**src/rtl/serial_link_pkg.sv**
```systemverilog
// Definitions shared by both ends of the single-wire serial link.
// These are the transmitter state encoding and the line levels the receiver expects.
package serial_link_pkg;

    typedef enum logic [1:0] {
        IDLE  = 2'd0,
        START = 2'd1,
        DATA  = 2'd2,
        STOP  = 2'd3
    } state_t;

    localparam logic LINE_IDLE  = 1'b1;
    localparam logic LINE_START = 1'b0;
    localparam logic LINE_STOP  = 1'b1;

endpackage

```
**src/rtl/serial_frame_tx_if.sv**
```systemverilog
// Parallel word handshake between a producer (master) and the frame transmitter (slave).
interface serial_frame_tx_if #(
    parameter int DATA_W = 8
);
    logic [DATA_W-1:0] tx_data;
    logic              tx_valid;
    logic              tx_ready;

    modport master (output tx_data, output tx_valid, input tx_ready);
    modport slave  (input tx_data, input tx_valid, output tx_ready);
endinterface

```
**src/rtl/bit_timer.sv**
```systemverilog
// Counts clocks within one serial bit period and flags the last cycle of each period.
module bit_timer #(
    parameter int CLKS_PER_BIT = 4
) (
    input  logic clk,
    input  logic reset,
    input  logic clear,
    output logic bit_end
);
    localparam int CNT_W = (CLKS_PER_BIT > 1) ? $clog2(CLKS_PER_BIT) : 1;
    localparam logic [CNT_W-1:0] LAST_CNT = CNT_W'(CLKS_PER_BIT - 1);

    logic [CNT_W-1:0] r_cnt;

    assign bit_end = (r_cnt == LAST_CNT);

    // Restart on the last cycle too, so the count never runs past CLKS_PER_BIT-1.
    always_ff @(posedge clk or posedge reset) begin
        if (reset)
            r_cnt <= '0;
        else if (clear || bit_end)
            r_cnt <= '0;
        else
            r_cnt <= r_cnt + 1'b1;
    end
endmodule

```
**src/rtl/serial_frame_tx.sv**
```systemverilog
// Parallel-to-serial frame transmitter: start bit, DATA_W payload bits LSB first, stop bit.
// Each bit is held CLKS_PER_BIT clocks; the line output is registered and idles high.
module serial_frame_tx
    import serial_link_pkg::*;
#(
    parameter int DATA_W       = 8,
    parameter int CLKS_PER_BIT = 4
) (
    input  logic               clk,
    input  logic               reset,
    serial_frame_tx_if.slave   s_tx,
    output logic               tx_out,
    output logic               busy,
    output logic               done
);
    localparam int BIT_W = $clog2(DATA_W + 1);
    localparam logic [BIT_W-1:0] LAST_BIT = BIT_W'(DATA_W - 1);

    state_t            r_state, w_state_nxt;
    logic [DATA_W-1:0] r_shift, w_shift_nxt;
    logic [BIT_W-1:0]  r_bit_cnt, w_bit_cnt_nxt;
    logic              r_tx_out, w_tx_out_nxt;
    logic              r_done, w_done_nxt;
    logic              w_bit_end, w_clear;

    bit_timer #(.CLKS_PER_BIT(CLKS_PER_BIT)) u_bit_timer (
        .clk     (clk),
        .reset   (reset),
        .clear   (w_clear),
        .bit_end (w_bit_end)
    );

    always_ff @(posedge clk or posedge reset) begin
        if (reset) begin
            r_state   <= IDLE;
            r_shift   <= '0;
            r_bit_cnt <= '0;
            r_tx_out  <= LINE_IDLE;
            r_done    <= 1'b0;
        end else begin
            r_state   <= w_state_nxt;
            r_shift   <= w_shift_nxt;
            r_bit_cnt <= w_bit_cnt_nxt;
            r_tx_out  <= w_tx_out_nxt;
            r_done    <= w_done_nxt;
        end
    end

    always_comb begin
        w_state_nxt   = r_state;
        w_shift_nxt   = r_shift;
        w_bit_cnt_nxt = r_bit_cnt;
        w_tx_out_nxt  = LINE_IDLE;
        w_done_nxt    = 1'b0;

        case (r_state)
            IDLE: begin
                if (s_tx.tx_valid) begin
                    w_state_nxt = START;
                    w_shift_nxt = s_tx.tx_data;
                end
            end
            START: begin
                if (w_bit_end)
                    w_state_nxt = DATA;
            end
            DATA: begin
                if (w_bit_end) begin
                    if (r_bit_cnt == LAST_BIT) begin
                        w_state_nxt = STOP;
                    end else begin
                        w_shift_nxt   = r_shift >> 1;
                        w_bit_cnt_nxt = r_bit_cnt + 1'b1;
                    end
                end
            end
            STOP: begin
                if (w_bit_end) begin
                    w_state_nxt = IDLE;
                    w_done_nxt  = 1'b1;
                end
            end
        endcase

        if (w_state_nxt != r_state)
            w_bit_cnt_nxt = '0;

        // Line level is registered from the upcoming state, so it changes together with the state.
        case (w_state_nxt)
            IDLE:  w_tx_out_nxt = LINE_IDLE;
            START: w_tx_out_nxt = LINE_START;
            DATA:  w_tx_out_nxt = w_shift_nxt[0];
            STOP:  w_tx_out_nxt = LINE_STOP;
        endcase
    end

    assign w_clear       = (w_state_nxt != r_state) || (r_state == IDLE);
    assign s_tx.tx_ready = (r_state == IDLE);
    assign busy          = (r_state != IDLE);
    assign tx_out        = r_tx_out;
    assign done          = r_done;
endmodule

```
**src/flat_wrapper.sv**
```systemverilog
// flat-port wrapper written by rule: the top's interface ports become plain ports
module serial_frame_tx_flat import serial_link_pkg::*;
#(
    parameter int DATA_W       = 8,
    parameter int CLKS_PER_BIT = 4
)
  (clk, reset, tx_out, busy, done, s_tx_tx_data, s_tx_tx_valid, s_tx_tx_ready);
  serial_frame_tx_if #(.DATA_W(DATA_W)) s_tx_i ();
  input  logic clk;
  input  logic reset;
  output logic tx_out;
  output logic busy;
  output logic done;
  input wire logic [$bits(s_tx_i.tx_data)-1:0] s_tx_tx_data;
  input wire logic [$bits(s_tx_i.tx_valid)-1:0] s_tx_tx_valid;
  output wire logic [$bits(s_tx_i.tx_ready)-1:0] s_tx_tx_ready;
  assign s_tx_i.tx_data = s_tx_tx_data;
  assign s_tx_i.tx_valid = s_tx_tx_valid;
  assign s_tx_tx_ready = s_tx_i.tx_ready;
  serial_frame_tx #(.DATA_W(DATA_W), .CLKS_PER_BIT(CLKS_PER_BIT)) u_core (.clk(clk), .reset(reset), .s_tx(s_tx_i), .tx_out(tx_out), .busy(busy), .done(done));
endmodule
```
**config.mk**
```make
export PLATFORM = sky130hd
export DESIGN_NAME = serial_frame_tx_flat
export DESIGN_NICKNAME = d
export VERILOG_FILES = /design/src/rtl/serial_link_pkg.sv /design/src/rtl/serial_frame_tx_if.sv /design/src/rtl/bit_timer.sv /design/src/rtl/serial_frame_tx.sv /design/src/flat_wrapper.sv
export SDC_FILE = /design/constraint.sdc
export NUM_CORES = 1
export LEC_CHECK = 0
export CAP_MARGIN = 20
export CELL_PAD_IN_SITES_DETAIL_PLACEMENT = 1
export CELL_PAD_IN_SITES_GLOBAL_PLACEMENT = 2
export CORE_AREA = 8 8 63 65
export DETAILED_ROUTE_END_ITERATION = 16
export DIE_AREA = 0 0 71 73
export GPL_TIMING_DRIVEN = 0
export PLACE_DENSITY = 0.76
export SYNTH_ARGS = -nofsm -noshare
export SYNTH_HDL_FRONTEND = slang
export SYNTH_SLANG_ARGS = --single-unit
```
**constraint.sdc**
```tcl
create_clock -name clk -period 2.8 [get_ports clk]
set_clock_uncertainty 0.2 [all_clocks]
set_input_delay 0.56 -clock clk [delete_from_list [all_inputs] [get_ports clk]]
set_output_delay 0.56 -clock clk [all_outputs]
set_load 0.03 [all_outputs]
```
-- Word level (Yosys, flattened, before mapping)
Index checks and enable logic that the tools add are counted.
- add/subtract/negate cells: 2
- equal/unequal tests: 13
- mux-type cells: 18
- reductions and logical operators: 11
- operators by type and width (operator ; number):
    $mux W8 ; 3
    $mux W4 ; 4
    $pmux W8 S2 ; 1
    $mux W2 ; 6
    $eq A2 B2 Y1 const B ; 5
    $ne A2 B2 Y1 const B ; 4
    $pmux W2 S4 ; 1
    $reduce_bool A2 Y1 ; 4
    $add A4 B1 Y4 const B ; 1
    $eq A2 B1 Y1 const B ; 2
    $eq A4 B3 Y1 const B ; 1
    $logic_not A2 Y1 ; 2
    $reduce_and A4 Y1 ; 1
    $pmux W1 S3 ; 1
    $reduce_and A3 Y1 ; 1
    $add A2 B1 Y2 const B ; 1
    $logic_or A1 B1 Y1 ; 2
    $mux W1 ; 2
    $ne A2 B2 Y1 ; 1
    $reduce_or A2 Y1 ; 1
- register bits after elaboration: 18
- bits of input ports: 11
- output and inout port bits: 4
- logic and storage cells: 51

-- Longest topological paths before layout
- depth in word-level cells: 8
- mapped depth: 8
- depth with buffers taken out: 7

-- Modules after synthesis
A second synthesis with hierarchy kept.
- cell total of the unflattened synthesis: 85
- area, all modules: 948.4 um^2
- modules (own cells, without submodules) (module ; instances ; cells an instance ; area each (um^2) ; seq. area each (um^2)):
    serial_frame_tx ; 1 ; 79 ; 859.6 ; 401.6
    bit_timer ; 1 ; 6 ; 88.8 ; 50.0

-- Worst setup path before layout
No wires, ideal clock.
- kind: register to output
- start point: register u_core.r_state[0]
- end point: output port busy
- arrival time: 1.375 ns
- data required time: 2.040 ns
- setup slack: 0.665 ns
- stages on the path, launching flop included: 4
- buffers on the path: 1
- cells stage by stage: dfrtp_1 > clkbuf_1 > nor2_1 > inv_1
- cells in the longest elaborated chain, start to end: 1
- RTL lines (item ; RTL line ; text):
    from (decl) ; serial_frame_tx.sv:19 ; state_t r_state, w_state_nxt;
    from (signal assigned) ; serial_frame_tx.sv:41 ; r_state <= w_state_nxt;
    $reduce_bool A2 Y1 ; serial_frame_tx.sv:99 ; assign busy = (r_state != IDLE);
    to (decl) ; flat_wrapper.sv:12 ; output logic busy;
Every way passes these cells.

-- Worst setup path after layout
- start point: register u_core.r_state[1]
- end point: output port s_tx_tx_ready
- cells in the longest elaborated chain, start to end: 1
- RTL lines (item ; RTL line ; text):
    $logic_not A2 Y1 ; serial_frame_tx.sv:98 ; assign s_tx.tx_ready = (r_state == IDLE);
    to (decl) ; flat_wrapper.sv:16 ; output wire logic [$bits(s_tx_i.tx_ready)-1:0] s_tx_tx_ready;
Every way passes these cells.

==> results.ini <==
[logic_synthesis]
yosysSeqAreaShare = 0.473
syn_inst = 89
synth_top_area_frac = 0.446
ys_seq_elements = 18
avgSynthCellArea_um2 = 10.7
synth_compound_area_frac = 0.195
syn_area_um2 = 955
synth_nets = 104
synthXorXnorAreaFrac = 0.00917
synthMuxAreaShare = 0
synthTopCellsByArea = dfrtp_1, a221o_1, and3_1, ha_1, dfstp_2
yosysTopAreaCell = dfrtp_1
synth_cell_types = 35
synthSimpleGateAreaFrac = 0.212
synth_top_family_by_area = simple AND/OR/NAND/NOR gates
synthAdderAreaFrac = 0.0524
yosysWarnings = 0

[critical_path]
crit_buf_inv = 2
required_ps = 2040
r2r_end = u_core.tx_out$_DFF_PP1_
crit_family = buffers and inverters
r2r_slack_ps = 470
start_kind = flip-flop
startpoint = u_core.r_state[1]$_DFF_PP0_
cpMaxStageDelayCell = clkdlybuf4s50_1
critPathMaxStageDelay_ps = 730
worstPathCellList = buf_2 -> nor2_1 -> clkdlybuf4s50_1
r2r_start = u_core.r_bit_cnt[0]$_DFFE_PP0P_
cp.depth = 3
arrival_ps = 1830
crit_fanout = 10
endpoint_kind = output port
worstSetupEndpoint = s_tx_tx_ready
crit_type = reg -> out
reg2regPathDepth = 8

[global_routing]
grt-ovfl-total = 0
grt_pass1_vias = 851
grt.total_usage = 0.0916
antenna_found_initial = 0
grt_start_max_net_pins = 19
grt_pass1_wl_um = 3860

[power_and_ir_drop]
ir_worst_vdd_mv = 0.319
cellPowerDensity_mw_per_mm2 = 924
p_leak_nw = 0.536

[layout]
final_cells = 139
final_cell_mix = dfrtp_1, clkdlybuf4s50_1, and3_1, inv_1, a221o_1
n_antenna_cell = 0
multi_input_area_um2 = 448
areaGrowthSynthToFinish_pct = 22.4
drive_above_1_share = 0.104
design_area_mm2 = 0.00117
register_area_um2 = 452
fill_cells = 352
mostFrequentLayoutCell = dfrtp_1
nNetsFinal = 122

[clock_network]
clock-root-buffer = clkbuf_4
cts_buffers = 3
clk_latency_ps = 290
tritoncts = built
cts.sink_count = 18
h-tree-depth = 1
cts_buffer_depth = 2
path_clk_slew_ps = 110

[timing]
setup_viol = 0
hold_slack_ps = 257
period_minus_slack_ps = 2590
max_slew_margin = 0.528
setup_ws_ps = 209
final_max_slew_viol_count = 0
fin_tns_setup_ps = 0
grt_setup_unrepaired = no
finalHoldViolCount = 0
timing.fmax_mhz = 386
period_share = 0.925
tightestPinTransition_ps = 707

[run_status]
outcome = completed

[floorplanning]
io_pins = 15
die_x_um = 71
fp-row-count = 20
initial_core_util = 0.323
core_mm2 = 0.00295
die_y_um = 73
die_area_mm2 = 0.00518

[placed_design]
placed_cell_area_mm2 = 0.00114
dp.cells = 136
pre_cts_ws_ps = 416
place.gp.congestion = 0.704
dp_hpwl_um = 1680
port_buffers = 14

[drt]
via_count = 766
wl_per_cell_um = 16.1
drtPass1Iterations = 2
final_antenna_net_count = 0
post_drt_via_cell_ratio = 5.51
drt_iter0_markers = 16
route.detailed.drc = 0
wl_um = 2240

[hold_path]
hold_path.class = reg -> reg
whs_path_depth = 1

[job]
drv_cap = 0

[logic make-up (layout without fill, tap and decap cells)]
| logic type | after synthesis | after routing |
|---|---|---|
| and+or+nand+nor | 30 | 30 |
| AOI/OAI and AO/OA | 24 | 24 |
| DFF | 18 | 18 |
| buffers and inverters | 12 | 29 |
| adders and majority gates | 4 | 4 |
| xor gates and xnor gates | 1 | 1 |
[power by group]
part           leakage [nW]  total (W)  internal [W]  switching (W)
registers             0.225   0.000443      0.000371      0.0000717
clock network        0.0210   0.000163     0.0000791      0.0000843
logic                 0.290   0.000474      0.000222       0.000252
total                 0.536    0.00108      0.000672       0.000408
[state kept, by name (all words and copies together), names as in the netlist]
| signal | flops |
|---|---|
| u_core.u_bit_timer.r_cnt | 2 |
| u_core.r_state | 2 |
| u_core.done | 1 |
| u_core.r_bit_cnt | 4 |
| u_core.tx_out | 1 |
| u_core.r_shift | 8 |
[cell type report]
class / instances / area share
multi-input combinational: 59 / 0.383
clock buffer: 4 / 0.0310
timing repair buffer: 14 / 0.120
inverter: 7 / 0.0225
tap: 33 / 0.0353
buffer: 4 / 0.0214
sequential: 18 / 0.387
[worst reg2reg max path: cells and delay by family (launching register included)]
| kind | cells | cell delay [ps] |
|---|---|---|
| buffers and inverters | 1 | 130 |
| AND/OR/NAND/NOR | 2 | 410 |
| AO/OA/AOI/OAI | 3 | 640 |
| adder cells (fa/ha/maj) | 2 | 460 |
| flip-flops | 1 | 430 |
[synthesized netlist by cell type]
cell	count
nand3_1	3
o31a_1	1
a211oi_2	1
o21bai_1	1
buf_2	2
nand3b_1	1
ha_1	4
a221o_1	6
nor3b_1	2
buf_6	1
nor2b_1	2
or3_1	2
clkbuf_1	2
inv_1	7
or4_1	1
and3b_1	2
o211ai_1	1
and2_1	1
dfrtp_1	17
o31ai_1	2
a311oi_1	1
nand3b_4	1
and3_2	1
nor3_1	1
xnor2_1	1
a21oi_1	2
nand4b_1	1
a41oi_1	1
a211oi_1	3
and3_1	8
o21ai_0	5
dfstp_2	1
nand4_1	1
nand2_1	2
nor2_1	1
[layer usage]
metal,vias up,share of wire,GRT usage
met5,-,0,0
met4,0,0.0045,0.0277
met3,2,0.050,0.0275
met2,15,0.45,0.149
met1,379,0.49,0.113
li1,370,-,-
[metrics by stage]
stage,util,power [W]
floorplan,-,0.000783
global placement,0.385,0.000914
detailed placement,0.385,0.000938
CTS,0.397,0.00110
global route,0.396,0.00116
finish,0.396,0.00108
[what timing repair did]
action                                  in CTS  in global routing
endpoints found under the setup margin       0                  1
buffers inserted                             0                  0
gates resized for setup                      0                  0
hold buffers                                 0                  0
[worst min-delay path by stage]
stage,endpoint,start,slack [ps]
3_5_place_dp,u_core.u_bit_timer.r_cnt[0]$_DFF_PP0_,u_core.u_bit_timer.r_cnt[0]$_DFF_PP0_,250
4_1_cts,u_core.u_bit_timer.r_cnt[0]$_DFF_PP0_,u_core.u_bit_timer.r_cnt[0]$_DFF_PP0_,260
3_3_place_gp,u_core.u_bit_timer.r_cnt[0]$_DFF_PP0_,u_core.u_bit_timer.r_cnt[0]$_DFF_PP0_,220
2_1_floorplan,u_core.u_bit_timer.r_cnt[0]$_DFF_PP0_,u_core.u_bit_timer.r_cnt[0]$_DFF_PP0_,210
6_report,u_core.u_bit_timer.r_cnt[0]$_DFF_PP0_,u_core.u_bit_timer.r_cnt[0]$_DFF_PP0_,260
5_1_grt,u_core.u_bit_timer.r_cnt[0]$_DFF_PP0_,u_core.u_bit_timer.r_cnt[0]$_DFF_PP0_,290
(Power assumes the default switching activity.)
